$ cat src/rtl/udp_tx_header_builder_if.sv
// UDP_INPUT_HEADER_IF: header bundle handed to the UDP TX stack; the field set matches UDP_OUTPUT_HEADER_IF.
interface UDP_INPUT_HEADER_IF;
   logic        hdr_valid;
   logic        hdr_ready;
   logic [47:0] eth_dest_mac;
   logic [47:0] eth_src_mac;
   logic [15:0] eth_type;
   logic [3:0]  ip_version;
   logic [3:0]  ip_ihl;
   logic [5:0]  ip_dscp;
   logic [1:0]  ip_ecn;
   logic [15:0] ip_length;
   logic [15:0] ip_identification;
   logic [2:0]  ip_flags;
   logic [12:0] ip_fragment_offset;
   logic [7:0]  ip_ttl;
   logic [7:0]  ip_protocol;
   logic [15:0] ip_header_checksum;
   logic [31:0] ip_source_ip;
   logic [31:0] ip_dest_ip;
   logic [15:0] source_port;
   logic [15:0] dest_port;
   logic [15:0] length;
   logic [15:0] checksum;
   modport Output (
      output hdr_valid, eth_dest_mac, eth_src_mac, eth_type, ip_version, ip_ihl, ip_dscp, ip_ecn,
             ip_length, ip_identification, ip_flags, ip_fragment_offset, ip_ttl, ip_protocol,
             ip_header_checksum, ip_source_ip, ip_dest_ip, source_port, dest_port, length, checksum,
      input  hdr_ready
   );
   modport Input (
      input  hdr_valid, eth_dest_mac, eth_src_mac, eth_type, ip_version, ip_ihl, ip_dscp, ip_ecn,
             ip_length, ip_identification, ip_flags, ip_fragment_offset, ip_ttl, ip_protocol,
             ip_header_checksum, ip_source_ip, ip_dest_ip, source_port, dest_port, length, checksum,
      output hdr_ready
   );
endinterface

$ cat src/rtl/udp_tx_header_builder.sv
// udp_tx_header_builder: builds a full Ethernet/IPv4/UDP header with a serially accumulated IPv4 checksum
module udp_tx_header_builder #(
  parameter logic [47:0] LOCAL_MAC   = 48'h02_00_00_00_00_01,
  parameter logic [31:0] LOCAL_IP    = 32'hC0A8_0001,
  parameter logic [7:0]  IP_TTL      = 8'd64,
  parameter logic [15:0] MAX_PAYLOAD = 16'd1472
) (
  input  logic        clk,
  input  logic        rst,
  input  logic        req_valid,
  output logic        req_ready,
  input  logic [47:0] req_dest_mac,
  input  logic [31:0] req_dest_ip,
  input  logic [15:0] req_source_port,
  input  logic [15:0] req_dest_port,
  input  logic [15:0] req_payload_length,
  output logic        err_oversize,
  UDP_INPUT_HEADER_IF.Output hdr
);
  typedef enum logic [2:0] {IDLE, CHECK, SUM, FOLD, OUT} state_t;
  state_t      state_q, state_d;
  logic [15:0] id_q, id_d, ip_id_q, ip_id_d;
  logic [19:0] acc_q, acc_d;
  logic [3:0]  cnt_q, cnt_d;
  logic [47:0] mac_q, mac_d;
  logic [31:0] dip_q, dip_d;
  logic [15:0] sport_q, sport_d, dport_q, dport_d;
  logic [15:0] len_q, len_d, ip_len_q, ip_len_d, csum_q, csum_d;
  logic        err_q, err_d;
  logic [15:0] word, s2;
  logic [16:0] s1;
  always_ff @(posedge clk) begin
    if (rst) begin
      state_q  <= IDLE;
      id_q     <= '0;
      ip_id_q  <= '0;
      acc_q    <= '0;
      cnt_q    <= '0;
      mac_q    <= '0;
      dip_q    <= '0;
      sport_q  <= '0;
      dport_q  <= '0;
      len_q    <= '0;
      ip_len_q <= '0;
      csum_q   <= '0;
      err_q    <= 1'b0;
    end else begin
      state_q  <= state_d;
      id_q     <= id_d;
      ip_id_q  <= ip_id_d;
      acc_q    <= acc_d;
      cnt_q    <= cnt_d;
      mac_q    <= mac_d;
      dip_q    <= dip_d;
      sport_q  <= sport_d;
      dport_q  <= dport_d;
      len_q    <= len_d;
      ip_len_q <= ip_len_d;
      csum_q   <= csum_d;
      err_q    <= err_d;
    end
  end
  always_comb begin
    case (cnt_q)
      4'd0:    word = 16'h4500;
      4'd1:    word = ip_len_q;
      4'd2:    word = ip_id_q;
      4'd3:    word = 16'h4000;
      4'd4:    word = {IP_TTL, 8'h11};
      4'd6:    word = LOCAL_IP[31:16];
      4'd7:    word = LOCAL_IP[15:0];
      4'd8:    word = dip_q[31:16];
      4'd9:    word = dip_q[15:0];
      default: word = 16'h0000;
    endcase
  end
  assign s1 = {1'b0, acc_q[15:0]} + {13'd0, acc_q[19:16]};
  assign s2 = s1[15:0] + {15'd0, s1[16]};
  always_comb begin
    state_d  = state_q;
    id_d     = id_q;
    ip_id_d  = ip_id_q;
    acc_d    = acc_q;
    cnt_d    = cnt_q;
    mac_d    = mac_q;
    dip_d    = dip_q;
    sport_d  = sport_q;
    dport_d  = dport_q;
    len_d    = len_q;
    ip_len_d = ip_len_q;
    csum_d   = csum_q;
    err_d    = 1'b0;
    case (state_q)
      IDLE: if (req_valid) begin
        mac_d    = req_dest_mac;
        dip_d    = req_dest_ip;
        sport_d  = req_source_port;
        dport_d  = req_dest_port;
        len_d    = req_payload_length + 16'd8;
        ip_len_d = req_payload_length + 16'd28;
        ip_id_d  = id_q;
        err_d    = req_payload_length > MAX_PAYLOAD;
        state_d  = CHECK;
      end
      CHECK: begin
        acc_d   = '0;
        cnt_d   = '0;
        state_d = err_q ? IDLE : SUM;
      end
      SUM: begin
        acc_d   = acc_q + {4'd0, word};
        cnt_d   = cnt_q + 4'd1;
        state_d = (cnt_q == 4'd9) ? FOLD : SUM;
      end
      FOLD: begin
        csum_d  = ~s2;
        state_d = OUT;
      end
      OUT: if (hdr.hdr_ready) begin
        id_d    = id_q + 16'd1;
        state_d = IDLE;
      end
      default: state_d = IDLE;
    endcase
  end
  assign req_ready              = state_q == IDLE;
  assign err_oversize           = err_q;
  assign hdr.hdr_valid          = state_q == OUT;
  assign hdr.eth_dest_mac       = mac_q;
  assign hdr.eth_src_mac        = LOCAL_MAC;
  assign hdr.eth_type           = 16'h0800;
  assign hdr.ip_version         = 4'd4;
  assign hdr.ip_ihl             = 4'd5;
  assign hdr.ip_dscp            = 6'd0;
  assign hdr.ip_ecn             = 2'd0;
  assign hdr.ip_length          = ip_len_q;
  assign hdr.ip_identification  = ip_id_q;
  assign hdr.ip_flags           = 3'b010;
  assign hdr.ip_fragment_offset = 13'd0;
  assign hdr.ip_ttl             = IP_TTL;
  assign hdr.ip_protocol        = 8'h11;
  assign hdr.ip_header_checksum = csum_q;
  assign hdr.ip_source_ip       = LOCAL_IP;
  assign hdr.ip_dest_ip         = dip_q;
  assign hdr.source_port        = sport_q;
  assign hdr.dest_port          = dport_q;
  assign hdr.length             = len_q;
  assign hdr.checksum           = 16'h0000;
endmodule
$ cat src/flat_wrapper.sv
// flat-port wrapper written by rule: the top's interface ports become plain ports
module udp_tx_header_builder_flat 
#(
  parameter logic [47:0] LOCAL_MAC   = 48'h02_00_00_00_00_01,
  parameter logic [31:0] LOCAL_IP    = 32'hC0A8_0001,
  parameter logic [7:0]  IP_TTL      = 8'd64,
  parameter logic [15:0] MAX_PAYLOAD = 16'd1472
)
  (clk, rst, req_valid, req_ready, req_dest_mac, req_dest_ip, req_source_port, req_dest_port, req_payload_length, err_oversize, hdr_hdr_valid, hdr_eth_dest_mac, hdr_eth_src_mac, hdr_eth_type, hdr_ip_version, hdr_ip_ihl, hdr_ip_dscp, hdr_ip_ecn, hdr_ip_length, hdr_ip_identification, hdr_ip_flags, hdr_ip_fragment_offset, hdr_ip_ttl, hdr_ip_protocol, hdr_ip_header_checksum, hdr_ip_source_ip, hdr_ip_dest_ip, hdr_source_port, hdr_dest_port, hdr_length, hdr_checksum, hdr_hdr_ready);
  UDP_INPUT_HEADER_IF hdr_i ();
  input  logic clk;
  input  logic rst;
  input  logic req_valid;
  output logic req_ready;
  input  logic [47:0] req_dest_mac;
  input  logic [31:0] req_dest_ip;
  input  logic [15:0] req_source_port;
  input  logic [15:0] req_dest_port;
  input  logic [15:0] req_payload_length;
  output logic err_oversize;
  output wire logic [$bits(hdr_i.hdr_valid)-1:0] hdr_hdr_valid;
  output wire logic [$bits(hdr_i.eth_dest_mac)-1:0] hdr_eth_dest_mac;
  output wire logic [$bits(hdr_i.eth_src_mac)-1:0] hdr_eth_src_mac;
  output wire logic [$bits(hdr_i.eth_type)-1:0] hdr_eth_type;
  output wire logic [$bits(hdr_i.ip_version)-1:0] hdr_ip_version;
  output wire logic [$bits(hdr_i.ip_ihl)-1:0] hdr_ip_ihl;
  output wire logic [$bits(hdr_i.ip_dscp)-1:0] hdr_ip_dscp;
  output wire logic [$bits(hdr_i.ip_ecn)-1:0] hdr_ip_ecn;
  output wire logic [$bits(hdr_i.ip_length)-1:0] hdr_ip_length;
  output wire logic [$bits(hdr_i.ip_identification)-1:0] hdr_ip_identification;
  output wire logic [$bits(hdr_i.ip_flags)-1:0] hdr_ip_flags;
  output wire logic [$bits(hdr_i.ip_fragment_offset)-1:0] hdr_ip_fragment_offset;
  output wire logic [$bits(hdr_i.ip_ttl)-1:0] hdr_ip_ttl;
  output wire logic [$bits(hdr_i.ip_protocol)-1:0] hdr_ip_protocol;
  output wire logic [$bits(hdr_i.ip_header_checksum)-1:0] hdr_ip_header_checksum;
  output wire logic [$bits(hdr_i.ip_source_ip)-1:0] hdr_ip_source_ip;
  output wire logic [$bits(hdr_i.ip_dest_ip)-1:0] hdr_ip_dest_ip;
  output wire logic [$bits(hdr_i.source_port)-1:0] hdr_source_port;
  output wire logic [$bits(hdr_i.dest_port)-1:0] hdr_dest_port;
  output wire logic [$bits(hdr_i.length)-1:0] hdr_length;
  output wire logic [$bits(hdr_i.checksum)-1:0] hdr_checksum;
  input wire logic [$bits(hdr_i.hdr_ready)-1:0] hdr_hdr_ready;
  assign hdr_hdr_valid = hdr_i.hdr_valid;
  assign hdr_eth_dest_mac = hdr_i.eth_dest_mac;
  assign hdr_eth_src_mac = hdr_i.eth_src_mac;
  assign hdr_eth_type = hdr_i.eth_type;
  assign hdr_ip_version = hdr_i.ip_version;
  assign hdr_ip_ihl = hdr_i.ip_ihl;
  assign hdr_ip_dscp = hdr_i.ip_dscp;
  assign hdr_ip_ecn = hdr_i.ip_ecn;
  assign hdr_ip_length = hdr_i.ip_length;
  assign hdr_ip_identification = hdr_i.ip_identification;
  assign hdr_ip_flags = hdr_i.ip_flags;
  assign hdr_ip_fragment_offset = hdr_i.ip_fragment_offset;
  assign hdr_ip_ttl = hdr_i.ip_ttl;
  assign hdr_ip_protocol = hdr_i.ip_protocol;
  assign hdr_ip_header_checksum = hdr_i.ip_header_checksum;
  assign hdr_ip_source_ip = hdr_i.ip_source_ip;
  assign hdr_ip_dest_ip = hdr_i.ip_dest_ip;
  assign hdr_source_port = hdr_i.source_port;
  assign hdr_dest_port = hdr_i.dest_port;
  assign hdr_length = hdr_i.length;
  assign hdr_checksum = hdr_i.checksum;
  assign hdr_i.hdr_ready = hdr_hdr_ready;
  udp_tx_header_builder #(.LOCAL_MAC(LOCAL_MAC), .LOCAL_IP(LOCAL_IP), .IP_TTL(IP_TTL), .MAX_PAYLOAD(MAX_PAYLOAD)) u_core (.clk(clk), .rst(rst), .req_valid(req_valid), .req_ready(req_ready), .req_dest_mac(req_dest_mac), .req_dest_ip(req_dest_ip), .req_source_port(req_source_port), .req_dest_port(req_dest_port), .req_payload_length(req_payload_length), .err_oversize(err_oversize), .hdr(hdr_i));
endmodule
$ cat config.mk
export PLATFORM = sky130hd
export DESIGN_NAME = udp_tx_header_builder_flat
export DESIGN_NICKNAME = d
export VERILOG_FILES = /design/src/rtl/udp_tx_header_builder_if.sv /design/src/rtl/udp_tx_header_builder.sv /design/src/flat_wrapper.sv
export SDC_FILE = /design/constraint.sdc
export NUM_CORES = 1
export LEC_CHECK = 0
export BUFFER_PORTS_ARGS = -buffer_cell sky130_fd_sc_hd__buf_2
export CORE_UTILIZATION = 25
export CTS_BUF_LIST = sky130_fd_sc_hd__clkbuf_8
export DETAILED_ROUTE_END_ITERATION = 7
export RECOVER_POWER = 25
export SETUP_SLACK_MARGIN = 0.15
export SYNTH_ARGS = -nofsm -noshare
export SYNTH_HDL_FRONTEND = slang
export SYNTH_SLANG_ARGS = --single-unit
$ cat constraint.sdc
create_clock -name clk -period 6.2 [get_ports clk]
set_clock_uncertainty 0.2 [all_clocks]
set_input_delay 0.62 -clock clk [delete_from_list [all_inputs] [get_ports clk]]
set_output_delay 0.62 -clock clk [all_outputs]
set_load 0.02 [all_outputs]
After elaboration in Yosys (flattened, before gate mapping)
Index checks and enable logic that the tools add are counted.
{"block": "classes", "add_sub_neg": 7, "n_lt_le_gt_ge": 1, "n_eq_ne": 14, "mux": 8, "bitwise": 3, "reduce_logical": 7}
{"op": "$pmux 16 s9", "n": 1}
{"op": "$pmux 20 s2", "n": 1}
{"op": "$add 20x16->20", "n": 1}
{"op": "$add 16x4->17", "n": 1}
{"op": "$add 16x1->16", "n": 1}
{"op": "$add 16x1->16 const B", "n": 1}
{"op": "$add 16x4->16 const B", "n": 1}
{"op": "$add 16x5->16 const B", "n": 1}
{"op": "$gt 16x11->1 const B", "n": 1}
{"op": "$not 16->16", "n": 1}
{"op": "$pmux 3 s5", "n": 1}
{"op": "$eq 4x3->1 const B", "n": 3}
{"op": "$eq 4x2->1 const B", "n": 2}
{"op": "$eq 4x4->1 const B", "n": 2}
{"op": "$pmux 4 s2", "n": 1}
{"op": "$eq 3x2->1 const B", "n": 2}
{"op": "$mux 3", "n": 2}
{"op": "$reduce_and 2->1", "n": 3}
{"op": "$add 4x1->4 const B", "n": 1}
{"op": "$eq 4x1->1 const B", "n": 1}
{"op": "$logic_not 4->1", "n": 1}
{"op": "$eq 3x1->1 const B", "n": 1}
{"op": "$eq 3x3->1 const B", "n": 1}
{"op": "$logic_not 3->1", "n": 1}
{"op": "7 further kinds", "n": 8}
{"block": "word_totals", "regBits": 220, "inputBits": 132}

Depth between registers and ports, before layout
Gate-level depths: netlist (run 1).
{"block": "depth", "word_depth": 4, "ltp_mapped": 15, "mapped_depth_nobuf": 15}

Worst setup path after synthesis (run 1)
No wires, ideal clock.
{"block": "synth_path", "path_kind": "register to register", "startpoint": "reg u_core.cnt_q[0]", "endpoint": "reg u_core.acc_q[11]", "setup_time_ps": 63, "arrival_ps": 3281, "t_required_ps": 5937, "slack_ps": 2656, "path_stages_with_launch": 15, "synth_period_minus_slack_ps": 3544, "path_cell_list": "dfxtp_1 inv_1 ha_1 nor3b_1 clkbuf_1 a21oi_1 nand2_1 ha_1 a21o_1 a21oi_1 a21oi_1 or3b_2 a31oi_1 mux2_2 nand3_1"}
{"block": "synth_between", "elab_chain_len": 4, "word_cells_on_any_way": 12}
{"item": "start: declaration", "line": "udp_tx_header_builder.sv:24", "source": "logic [3:0] cnt_q, cnt_d;"}
{"item": "start signal: assignment", "line": "udp_tx_header_builder.sv:52", "source": "cnt_q <= cnt_d;"}
{"item": "$eq 4x4->1 (tied with other cells)", "line": "udp_tx_header_builder.sv:64", "source": "case (cnt_q)"}
{"item": "$pmux 16 s9 (*)", "line": "udp_tx_header_builder.sv:64"}
{"item": "$add 20x16->20 (*)", "line": "udp_tx_header_builder.sv:111", "source": "acc_d = acc_q + {4'd0, word};"}
{"item": "$pmux 20 s2 (*)", "line": "udp_tx_header_builder.sv:93", "source": "case (state_q)"}
{"item": "end signal: assignment", "line": "udp_tx_header_builder.sv:37", "source": "acc_q <= '0;"}
{"item": "end signal: assignment", "line": "udp_tx_header_builder.sv:51", "source": "acc_q <= acc_d;"}
{"item": "end: declaration", "line": "udp_tx_header_builder.sv:23", "source": "logic [19:0] acc_q, acc_d;"}
Mark *: on every way between the ends. The rest lies on a longest branch, timed or not.
A chain may end at the register's enable or synchronous reset.

Final worst setup path (run 1)
{"block": "layout_path", "startpoint": "reg u_core.cnt_q[0]", "endpoint": "reg u_core.acc_q[18]"}
Same word-level chain as after synthesis.

==> results of run 1 <==
[flip-flops by register name, summed over array words and instances, names as in the netlist, 4 cells and up]
name	cells
u_core.hdr.length	14
u_core.hdr.ip_identification	16
u_core.acc_q	20
u_core.hdr.ip_header_checksum	16
u_core.hdr.eth_dest_mac	48
u_core.id_q	16
u_core.hdr.ip_length	16
u_core.hdr.dest_port	16
u_core.hdr.ip_dest_ip	32
u_core.hdr.source_port	16
u_core.cnt_q	4
[kinds of logic after synthesis]
logic type / synth area share, %
simple gates: 20.6
compound gates: 17.6
buf+inv: 14.1
flops: 38.5
xor+xnor: 4.77
fa+ha+maj: 3.89
mux: 0.453
other cells: 0.0663
[placed cells by master, fill, tap and decap left out, drive strengths merged, types with 31 or more instances in the layout]
cell type,synthesis,routed
a211oi,35,35
a21oi,163,163
buf,163,217
clkbuf,81,147
conb,2,160
dfxtp,218,218
ha,32,32
inv,19,31
nand2,320,320
nor2,97,97
xnor2,35,35
[synthesized netlist by cell type, drive strengths merged, types with 11 or more instances]
cell,number,share of area (%)
nand2,320,11
dfxtp,218,39
a21oi,163,7.2
buf,163,11
nor2,97,3.2
clkbuf,81,2.7
a211oi,35,2.5
xnor2,35,2.8
ha,32,3.5
a22oi,30,2.0
o21ai,30,1.3
nand3,25,1.1
xor2,25,2.0
inv,19,0.63
nand4,15,0.96
nor3,14,0.62
nor4,11,0.85
or3,11,0.61
[worst max-delay path: cells and delay by family (launching register included)]
family	cells	cell delay, ps
AOI/OAI and AO/OA	9	1960
DFF	1	370
buffers and inverters	1	110
adders and majority gates	3	650
and+or+nand+nor	2	980
[how the worst max path moves through the flow]
stage / start / end / slack, ps / cells after the start
floorplan: u_core.cnt_q[0]$_SDFFE_PP0P_ / u_core.acc_q[11]$_SDFFE_PP0P_ / 2660 / 14
global placement: u_core.cnt_q[0]$_SDFFE_PP0P_ / u_core.acc_q[16]$_SDFFE_PP0P_ / 2060 / 15
detailed placement: u_core.cnt_q[0]$_SDFFE_PP0P_ / u_core.acc_q[18]$_SDFFE_PP0P_ / 1890 / 15
CTS: u_core.cnt_q[0]$_SDFFE_PP0P_ / u_core.acc_q[18]$_SDFFE_PP0P_ / 1850 / 15
global route: u_core.cnt_q[0]$_SDFFE_PP0P_ / u_core.acc_q[18]$_SDFFE_PP0P_ / 1480 / 14
finish: u_core.cnt_q[0]$_SDFFE_PP0P_ / u_core.acc_q[18]$_SDFFE_PP0P_ / 1800 / 15
[power by group through the flow]
stage / Clock, mW / Sequential, mW / Combinational [mW]
floorplan: 0 / 1.67 / 0.422
global placement: 0 / 1.61 / 0.653
detailed placement: 0 / 1.61 / 0.659
CTS: 1.51 / 1.58 / 0.659
global route: 1.57 / 1.59 / 0.703
finish: 1.46 / 1.58 / 0.640
[per-layer routing]
layer,GRT usage (%),wire (um),vias to the layer above
met2,27.4,18900,424
met1,18.5,15200,4913
li1,-,-,5115
met3,4.59,2890,66
met5,0,22,-
met4,6.14,1230,4
[metrics by stage]
step / hold WS (ps) / utilization [%] / power [mW] / instance area, um^2
floorplan: 244 / - / 2.09 / 11900
global placement: 240 / 28.7 / 2.26 / 12800
detailed placement: 243 / 28.7 / 2.27 / 12800
CTS: 12.9 / 30.6 / 3.76 / 13600
global route: 40.1 / 30.3 / 3.87 / 13500
finish: 74.0 / 30.3 / 3.68 / 13500
[final cells by class]
type / count / area [um^2]
clock buffer: 49 / 674
tap: 592 / 741
sequential: 218 / 4360
timing repair buffer: 315 / 1470
fill: 4855 / 30900
multi-input combinational: 1117 / 5990
antenna: 1 / 2.50
inverter: 19 / 71.3
clock inverter: 18 / 150
==> metrics.md, run 1 <==
| Metric | Value |
|---|---|
| Count of endpoints failing setup in the final report | 0 |
| Clock insertion delay at the later pin of the skew report | between 500 and 600 ps |
| Vias in the first global route | slightly below 10,000 |
| Sequential area share after synthesis | approximately 39% |
| Critical Path Max Stage Delay | 750 ps |
| Final TNS setup | 0 ps |
| Clock Tree Root | sky130_fd_sc_hd__clkbuf_8 |
| Type of element launching the critical path | register |
| Total routed wirelength | around 38,000 um |
| Number of enable flip-flop cells after synthesis | 0 |
| Share of power burned in registers | about 43% |
| Mapped Area | 11,300 um^2 |
| Via/cell ratio | 4.52 |
| Gr ovfl total | 0 |
| Share of flip-flops with an asynchronous set or reset | 0% |
| Global-route wire length before repair | 56,900 um |
| Number of I/O port buffers | between 300 and 400 |
| YS warnings | 0 |
| Max IR drop VDD | slightly above 200 uV |
| Number of antenna violations at the first check in global routing | 2 |
| Width of the chip | about 210 um |
| NumNets Final | between 1,500 and 2,000 |
| Endpoint required time on the critical path | between 6000 and 7000 ps |
| Final worst path period share | a little under three quarters |
| Std cell rows | just under 80 |
| First-pass iteration count of the detailed router | 6 |
| Tightest slew margin relative to the limit | 19.2% |
| Die H | 215 um |
| Total instance count after detailed placement | roughly 2,300 |
| Number of DRC violations after detailed routing | 0 |
| Switching pwr | between 1 and 1.5 mW |
| HP Class | in -> reg |
| Vias after detailed routing | approximately 11,000 |
| Number of H-tree levels | 2 |
| Unrepaired setup endpoints after global routing | false |
| Die Footprint | ~46,000 um^2 |
| Endpoint of the worst hold-timing path | u_core.hdr.ip_dest_ip[26]$_SDFFE_PP0P_ |
| Remaining antenna violation count after routing | 0 |
| Number of maximum-capacitance constraint violations | 0 |
| Hold Path Cell Cnt | 3 |
| Slew at the pin closest to its max-slew limit | around 1200 ps |
| Setup Crit Path Kind | reg -> reg |
| Initial cell density of the core | between 20% and 30% |
| Post-synth top flop | sky130_fd_sc_hd__dfxtp_1 |
| Resized Gates After CTS | 0 |
| Standard cell core area | roughly 44,000 um^2 |
| Worst R2R End | u_core.acc_q[18]$_SDFFE_PP0P_ |
| Result of the run | finished clean |
| Total routing resource utilization after global routing | 15.9% |
| Minimum setup slack after placement | about 1900 ps |
| Startpoint of the worst register-to-register path | u_core.cnt_q[0]$_SDFFE_PP0P_ |
| CP arrival | between 4000 and 5000 ps |
| Power per cell area | 273 nW/um^2 |
| Post-route insts no fill | around 2,300 |
| Last weighted congestion value of the routability-driven placer | roughly 1 |
| Worst-case clock buffer depth | 3 |
| Post-cts hold buffer count | 0 |
| Combinational power share | roughly 17% |
| Per-instance average area after synthesis | 7.87 um^2 |
| Post-synthesis register bit count | between 200 and 250 |
| Max frequency | between 200 and 250 MHz |
| Post-synthesis instance total | roughly 1,400 |
| Num ports | between 400 and 500 |
| PnR worst setup slack | around 1800 ps |
| Post-CTS repair timing setup buffer count | 0 |
| Minimum period implied by the final worst setup slack | about 4400 ps |
| Detailed Route Iter0 Violations | approximately 660 |
| Clock tree from TritonCTS | built |
| Path depth of the worst reg2reg path | 15 |
| Static leakage | 5.67 nW |
| Hpwl dp | 28,600 um |
| Worst path cell trace | inv_1 -> ha_1 -> nor2b_1 -> nor2b_1 -> a222oi_1 -> o31ai_1 -> ha_1 -> fa_1 -> a21oi_1 -> o21ai_0 -> o22ai_1 -> o41a_1 -> a21bo_2 -> o211ai_1 -> o41ai_1 |
| Area delta synth->final | 18.9% |
| Internal power of the cells | 2.49 mW |
| Endpoint class of the critical path | register |
| Number of pins with negative max-slew slack in the final report | 0 |
| Netlist cell types | 70 |
| Share of cells above drive strength 1 | 17.2% |
| R2R Setup Slk | ~1800 ps |
| Worst hold start | req_dest_ip[26] |
| Clock network power share | between 30 and 40% |
| Biggest fanout along the worst timing path | 14 |
| Clock buffers created by TritonCTS | 42 |
| Net Sw Frac | about a third |
| Average wire per cell in the routed design | 16.4 um |
| Maximum number of pins on one net before global-route repair | roughly 130 |
| CTS Sinks | 218 |
| Clock transition at the register clock pins on the worst setup and hold paths after CTS | 60 ps |
| Final hold violation count | 0 |
| Cell at the slowest stage of the critical path | sky130_fd_sc_hd__nor2b_1 |
Note: power is estimated with default switching activity, not from simulation.
==> inputs of run 2 (changes only) <==
Clock period 6.2 ns to 3.5 ns, I/O delays scaled along.
==> run 2 against run 1 <==
  * Via count increased by 8.6%
  * Register-to-register slack worse by 1700 ps
  * Flip-flop and latch count is the same
  * Combinational power increased by 110%
  * First-iteration DRC count fell by 5.7%
  * Routed wire length is 9.0% higher
  * Final cell count grew 8.2%
  * Worst setup slack worse by 1700 ps
  * Die area unchanged
  * Critical endpoint is now u_core.acc_q[16]$_SDFFE_PP0P_
  * Largest power group unchanged
==> metrics.md, run 2 (synthesized netlist as in run 1, its figures left out) <==
| Metric | Value |
|---|---|
| Die H | ~210 um |
| Last weighted congestion value of the routability-driven placer | 0.892 |
| Worst path bufs/invs | 3 |
| Clock transition at the register clock pins on the worst setup and hold paths after CTS | about 60 ps |
| Type of element launching the critical path | register |
| Number of flip-flops in the largest register | 48 |
| Worst setup path end | u_core.acc_q[16]$_SDFFE_PP0P_ |
| Number of DRC violations after detailed routing | 0 |
| Clock Tree Root | sky130_fd_sc_hd__clkbuf_8 |
| Fill cell count | between 4,000 and 5,000 |
| NumNets Final | 2,068 |
| CP arrival | around 3600 ps |
| Worst R2R End | u_core.acc_q[16]$_SDFFE_PP0P_ |
| Total routed wirelength | between 40,000 and 50,000 um |
| Static leakage | approximately 6.6 nW |
| Final TNS setup | 0 ps |
| R2R Setup Slk | approximately 120 ps |
| Final worst path period share | between 90 and 100% |
| Maximum number of pins on one net before global-route repair | about 90 |
| Number of maximum-capacitance constraint violations | 0 |
| Stages on the worst setup path | 14 |
| Tightest slew margin relative to the limit | between 40% and 50% |
| Storage element area | ~4400 um^2 |
| Total instance count after detailed placement | ~2,300 |
| Width of the chip | between 200 and 250 um |
| Number of H-tree levels | 2 |
| Number of pins with negative max-slew slack in the final report | 0 |
| Clock buffers created by TritonCTS | 44 |
| Die Footprint | 46,200 um^2 |
| Number of I/O port buffers | 310 |
| Multi-input gate area in the final layout | slightly above 6000 um^2 |
| Path depth of the worst reg2reg path | 14 |
| Cell area after layout | roughly 16,000 um^2 |
| Worst-case clock buffer depth | 3 |
| Minimum period implied by the final worst setup slack | between 3000 and 4000 ps |
| Power per cell area | about 440 nW/um^2 |
| Critical path's top delay family | compound AO/OA/AOI/OAI gates |
| Clock tree from TritonCTS | built |
| Standard cell core area | 44,400 um^2 |
| Endpoint required time on the critical path | ~3700 ps |
| Slew at the pin closest to its max-slew limit | roughly 760 ps |
| Area delta synth->final | 37.2% |
| Max IR drop VDD | between 300 and 400 uV |
| Share of cells above drive strength 1 | between 20% and 30% |
| Most frequent standard cell in the layout excluding fill and tap cells | sky130_fd_sc_hd__nand2_1 |
| Vias in the first global route | about 11,000 |
| Number of antenna violations at the first check in global routing | 0 |
| Final Util | a little over a third |
| Crit path launch | u_core.cnt_q[1]$_SDFFE_PP0P_ |
| Overall power of the completed layout | roughly 7 mW |
| Max frequency | approximately 300 MHz |
| Post-route insts no fill | 2,519 |
| Total routing resource utilization after global routing | approximately 17% |
| Average wire per cell in the routed design | 16.5 um |
| Initial cell density of the core | between 20% and 30% |
| Num ports | around 470 |
| Startpoint of the worst register-to-register path | u_core.cnt_q[1]$_SDFFE_PP0P_ |
| Biggest fanout along the worst timing path | 9 |
| Cell at the slowest stage of the critical path | sky130_fd_sc_hd__o41a_1 |
| Endpoint class of the critical path | register |
| Result of the run | finished clean |
| Gr ovfl total | 0 |
| Std cell rows | 77 |
| Clock insertion delay at the later pin of the skew report | just over 600 ps |
| Global-route wire length before repair | 62,200 um |
| Detailed Route Iter0 Violations | between 600 and 700 |
| HP Class | in -> reg |
| Vias after detailed routing | approximately 11,000 |
| First-pass iteration count of the detailed router | 5 |
| Hpwl dp | 29,800 um |
| Count of endpoints failing setup in the final report | 0 |
| Remaining antenna violation count after routing | 0 |
| Inserted Diodes | 0 |
| Worst path cell trace | inv_4 -> ha_4 -> nor3b_4 -> buf_6 -> buf_12 -> a22oi_1 -> nand3_1 -> ha_1 -> o21a_1 -> o22ai_2 -> o41a_1 -> a21bo_2 -> o211ai_1 -> o41ai_2 |
| Critical Path Max Stage Delay | 440 ps |
| CTS Sinks | 218 |
| Unrepaired setup endpoints after global routing | true |
| Placed standard-cell area | ~13,000 um^2 |
| Final hold violation count | 0 |
| Leading cell types in the layout, fill and taps excluded | sky130_fd_sc_hd__nand2_1, sky130_fd_sc_hd__buf_2, sky130_fd_sc_hd__dfxtp_1 |
| Via/cell ratio | about 4.5 |
| Setup Crit Path Kind | reg -> reg |
[run 2: cell count changes in the layout (fill, tap and decap cells not counted), moves of 5 or more]
| cell | delta |
|---|---|
| sky130_fd_sc_hd__inv_1 | -6 |
| sky130_fd_sc_hd__dlygate4sd3_1 | +129 |
| sky130_fd_sc_hd__a21oi_2 | +5 |
| sky130_fd_sc_hd__a21oi_1 | -5 |
| sky130_fd_sc_hd__ha_1 | -10 |
| sky130_fd_sc_hd__buf_4 | +50 |
| sky130_fd_sc_hd__ha_4 | +5 |
| sky130_fd_sc_hd__ha_2 | +5 |
| sky130_fd_sc_hd__o21ai_0 | -5 |
[run 2: metrics by stage]
stage,hold WS (ps),setup WS (ps)
detailed placement,245,-55.2
global route,67.1,-4.39
global placement,240,60.0
floorplan,244,131
CTS,16.5,133
finish,36.1,116
[run 2: worst min-delay path by stage]
stage | startpoint | to | slack [ps] | cells after the start
global route | rst | u_core.hdr.ip_dest_ip[8]$_SDFFE_PP0P_ | 70 | 2
finish | rst | u_core.hdr.ip_dest_ip[13]$_SDFFE_PP0P_ | 40 | 2
global placement | u_core.hdr.source_port[12]$_SDFFE_PP0P_ | u_core.hdr.source_port[12]$_SDFFE_PP0P_ | 240 | 2
floorplan | u_core.id_q[15]$_SDFFE_PP0P_ | u_core.hdr.ip_identification[15]$_SDFFE_PP0P_ | 240 | 2
detailed placement | u_core.hdr.eth_dest_mac[35]$_SDFFE_PP0P_ | u_core.hdr.eth_dest_mac[35]$_SDFFE_PP0P_ | 240 | 2
CTS | rst | u_core.state_q[2]$_SDFFE_PP0P_ | 20 | 2
[run 2: final cells by class]
cell class / count / share of cell area, %
timing repair buffer: 502 / 20.9
multi-input combinational: 1117 / 40.0
sequential: 218 / 28.1
tap: 592 / 4.76
inverter: 19 / 0.475
clock buffer: 51 / 4.52
clock inverter: 20 / 1.19
[run 2: power by group]
part	total, mW	switching, mW	internal (mW)
sequential	2.79	0.152	2.64
clock	2.73	1.18	1.54
combinational	1.32	0.898	0.421
total	6.84	2.23	4.61
[run 2: what timing repair did]
action | 4_1_cts | 5_1_grt
buffers inserted | 3 | 3
pin swaps | 15 | 25
hold endpoints to repair | 144 | 0
hold buffers | 129 | 0
gates resized for setup | 25 | 36
setup endpoints to repair | 10 | 15
[run 2: worst register-to-register path, cell delays in order (launching register included)]
cell	delay, ps
sky130_fd_sc_hd__dfxtp_2	380
sky130_fd_sc_hd__inv_4	60
sky130_fd_sc_hd__ha_4	160
sky130_fd_sc_hd__nor3b_4	170
sky130_fd_sc_hd__buf_6	150
sky130_fd_sc_hd__buf_12	130
sky130_fd_sc_hd__a22oi_1	210
sky130_fd_sc_hd__nand3_1	110
sky130_fd_sc_hd__ha_1	380
sky130_fd_sc_hd__o21a_1	160
sky130_fd_sc_hd__o22ai_2	80
sky130_fd_sc_hd__o41a_1	440
sky130_fd_sc_hd__a21bo_2	260
sky130_fd_sc_hd__o211ai_1	240
sky130_fd_sc_hd__o41ai_2	120
[run 2: layer usage]
layer	share of wire (%)	up-vias	global-route usage (%)
met5	0	-	0
met4	4.5	0	9.10
met3	6.7	99	4.15
met2	49	459	29.8
met1	40	5353	19.6
li1	-	5511	-
==> inputs of run 3 (changes only) <==
Settings changed: CAP_MARGIN set to 20.
Clock period 3.5 ns to 3.9 ns, I/O delays scaled along.
==> run 3 against run 2 <==
  * Register-to-register slack better by 110 ps
  * Cell area shrank 2.2%
  * Critical path depth is 2 higher
  * Total power decreased by 11%
  * Flip-flop and latch count unchanged
  * Final cell count fell by 0.87%
  * Via count barely moved
  * Die area did not move
  * Count of clock-buffer cells in the layout fell by 3
  * Non-clock buffer count down 24
  * Critical path type unchanged
  * Largest power group unchanged
  * Highest routed layer unchanged
  * Worst hold slack gained 69 ps
  * Combinational power fell by 12%
==> metrics.md, run 3 (synthesized netlist as in run 1, its figures left out) <==
| Metric | Value |
|---|---|
| Minimum setup slack after placement | -81.2 ps |
| Number of pins with negative max-slew slack in the final report | 0 |
| First-pass iteration count of the detailed router | 5 |
| PnR worst setup slack | around 230 ps |
| Tightest slew margin relative to the limit | approximately 17% |
| Clock tree from TritonCTS | built |
| Number of maximum-capacitance constraint violations | 0 |
| Minimum period implied by the final worst setup slack | approximately 3700 ps |
| Average wire per cell in the routed design | between 15 and 20 um |
| Last weighted congestion value of the routability-driven placer | ~0.89 |
| Final worst path period share | a little over nine tenths |
| Std cell rows | 77 |
| Cell at the slowest stage of the critical path | sky130_fd_sc_hd__or3b_2 |
| Vias after detailed routing | between 10,000 and 15,000 |
| Die Footprint | 46,200 um^2 |
| CP arrival | about 4000 ps |
| Area delta synth->final | 34.3% |
| Vias in the first global route | around 11,000 |
| Placed standard-cell area | 12,900 um^2 |
| Remaining antenna violation count after routing | 0 |
| Critical path's top delay family | simple AND/OR/NAND/NOR gates |
| Clock buffers created by TritonCTS | 42 |
| Num ports | roughly 470 |
| Number of H-tree levels | 2 |
| HP Class | in -> reg |
| Most frequent standard cell in the layout excluding fill and tap cells | sky130_fd_sc_hd__nand2_1 |
| Final hold violation count | 0 |
| Result of the run | finished clean |
| Clock Tree Root | sky130_fd_sc_hd__clkbuf_8 |
| Standard cell core area | approximately 44,000 um^2 |
| Width of the chip | approximately 210 um |
| Maximum number of pins on one net before global-route repair | ~120 |
| Slew at the pin closest to its max-slew limit | approximately 1300 ps |
| Type of element launching the critical path | register |
| Static leakage | roughly 6.5 nW |
| Worst path bufs/invs | 3 |
| Max IR drop VDD | roughly 250 uV |
| Hpwl dp | a little under 30,000 um |
| Worst path cell trace | inv_1 -> ha_2 -> nor2b_2 -> nor2b_1 -> buf_6 -> buf_4 -> a22oi_1 -> nand2_1 -> ha_1 -> a21o_1 -> nand4_1 -> a21oi_1 -> or3b_2 -> a31oi_1 -> mux2_2 -> nand3_1 |
| Inserted Diodes | 0 |
| Power per cell area | roughly 400 nW/um^2 |
| Endpoint class of the critical path | register |
| Unrepaired setup endpoints after global routing | true |
| Via/cell ratio | roughly 4.6 |
| Overall power of the completed layout | a little over 6 mW |
| Cell area after layout | about 15,000 um^2 |
| Biggest fanout along the worst timing path | 8 |
| Critical Path Max Stage Delay | about 470 ps |
| Total routed wirelength | 41,200 um |
| Share of cells above drive strength 1 | a little under a fifth |
| Clock insertion delay at the later pin of the skew report | 600 ps |
| Setup Crit Path Kind | reg -> reg |
| Global-route wire length before repair | 61,000 um |
| Number of I/O port buffers | 310 |
| Number of DRC violations after detailed routing | 0 |
| Worst Hold Slack | 105 ps |
| Initial cell density of the core | between 20% and 30% |
| CTS Sinks | between 200 and 250 |
| Total routing resource utilization after global routing | between 10% and 20% |
| Gr ovfl total | 0 |
| Worst-case clock buffer depth | 3 |
| Max frequency | 272 MHz |
| Clock transition at the register clock pins on the worst setup and hold paths after CTS | 60 ps |
| Number of flip-flops in the largest register | 48 |
| Endpoint required time on the critical path | about 4200 ps |
| Leading cell types in the layout, fill and taps excluded | sky130_fd_sc_hd__nand2_1, sky130_fd_sc_hd__dfxtp_1, sky130_fd_sc_hd__buf_2 |
| Die H | 215 um |
| NumNets Final | between 2,000 and 2,500 |
| Detailed Route Iter0 Violations | between 700 and 800 |
| Count of endpoints failing setup in the final report | 0 |
| Number of antenna violations at the first check in global routing | 0 |
==> run 3: changes by cell type in the layout (fill, tap and decap cells not counted), moves of 4 or more <==
cell                      delta
sky130_fd_sc_hd__ha_1        +5
sky130_fd_sc_hd__o21ai_0     +4
sky130_fd_sc_hd__a21oi_1     +4
sky130_fd_sc_hd__a21oi_2     -4
sky130_fd_sc_hd__inv_1       +7
sky130_fd_sc_hd__buf_4      -19
sky130_fd_sc_hd__ha_4        -4
==> run 3: area by class of cell <==
| type | instances | area [um^2] |
|---|---|---|
| Fill cell | 4641 | 29200 |
| Timing Repair Buffer | 478 | 3050 |
| Clock buffer | 48 | 661 |
| Inverter | 19 | 71.3 |
| Tap cell | 592 | 741 |
| Multi-Input combinational cell | 1117 | 6110 |
| Sequential cell | 218 | 4370 |
| Clock inverter | 25 | 204 |
==> run 3: worst paths after layout <==
path / slack [ps] / to / cells after the start / start
hold reg to reg: 250 / u_core.hdr.length[4]$_SDFFE_PP0P_ / 2 / u_core.hdr.length[4]$_SDFFE_PP0P_
hold / removal: 110 / u_core.state_q[1]$_SDFFE_PP0P_ / 3 / req_valid
setup reg to reg: 230 / u_core.acc_q[11]$_SDFFE_PP0P_ / 16 / u_core.cnt_q[0]$_SDFFE_PP0P_
setup / recovery: 230 / u_core.acc_q[11]$_SDFFE_PP0P_ / 16 / u_core.cnt_q[0]$_SDFFE_PP0P_
==> run 3: power by group <==
part	leakage [nW]	total (mW)	internal [mW]	switching (mW)
clock network	0.488	2.39	1.33	1.06
logic	4.19	1.16	0.367	0.793
registers	1.78	2.51	2.37	0.144
total	6.46	6.07	4.07	2.00
==> run 3: per-layer routing <==
metal	part of all wire [%]	up-vias	GRT usage (%)
met5	0	-	0
met3	7.6	100	3.91
met4	5.0	0	9.76
met2	49	518	28.6
li1	-	5469	-
met1	39	5337	19.5
==> run 3: what timing repair did <==
item / 4_1_cts / 5_1_grt
hold endpoints to repair: 139 / 0
resized for setup: 5 / 27
hold buffers: 129 / 0
pin swaps: 0 / 12
setup endpoints to repair: 7 / 15
buffers inserted: 3 / 13
cloned: 0 / 0
==> run 3: worst min-delay path, delay by kind of cell <==
kind                   cells  cell delay [ps]
and+or+nand+nor            2              290
buffers and inverters      1              130
==> run 3: per-stage QoR <==
stage | util (%) | setup TNS, ps | cells
6_report | 34.2 | 0 | 2497
5_1_grt | 34.2 | 0 | 2497
4_1_cts | 34.0 | 0 | 2484
3_5_place_dp | 29.1 | -145 | 2279
3_3_place_gp | 29.1 | 0 | 2279
2_1_floorplan | - | 0 | 1598
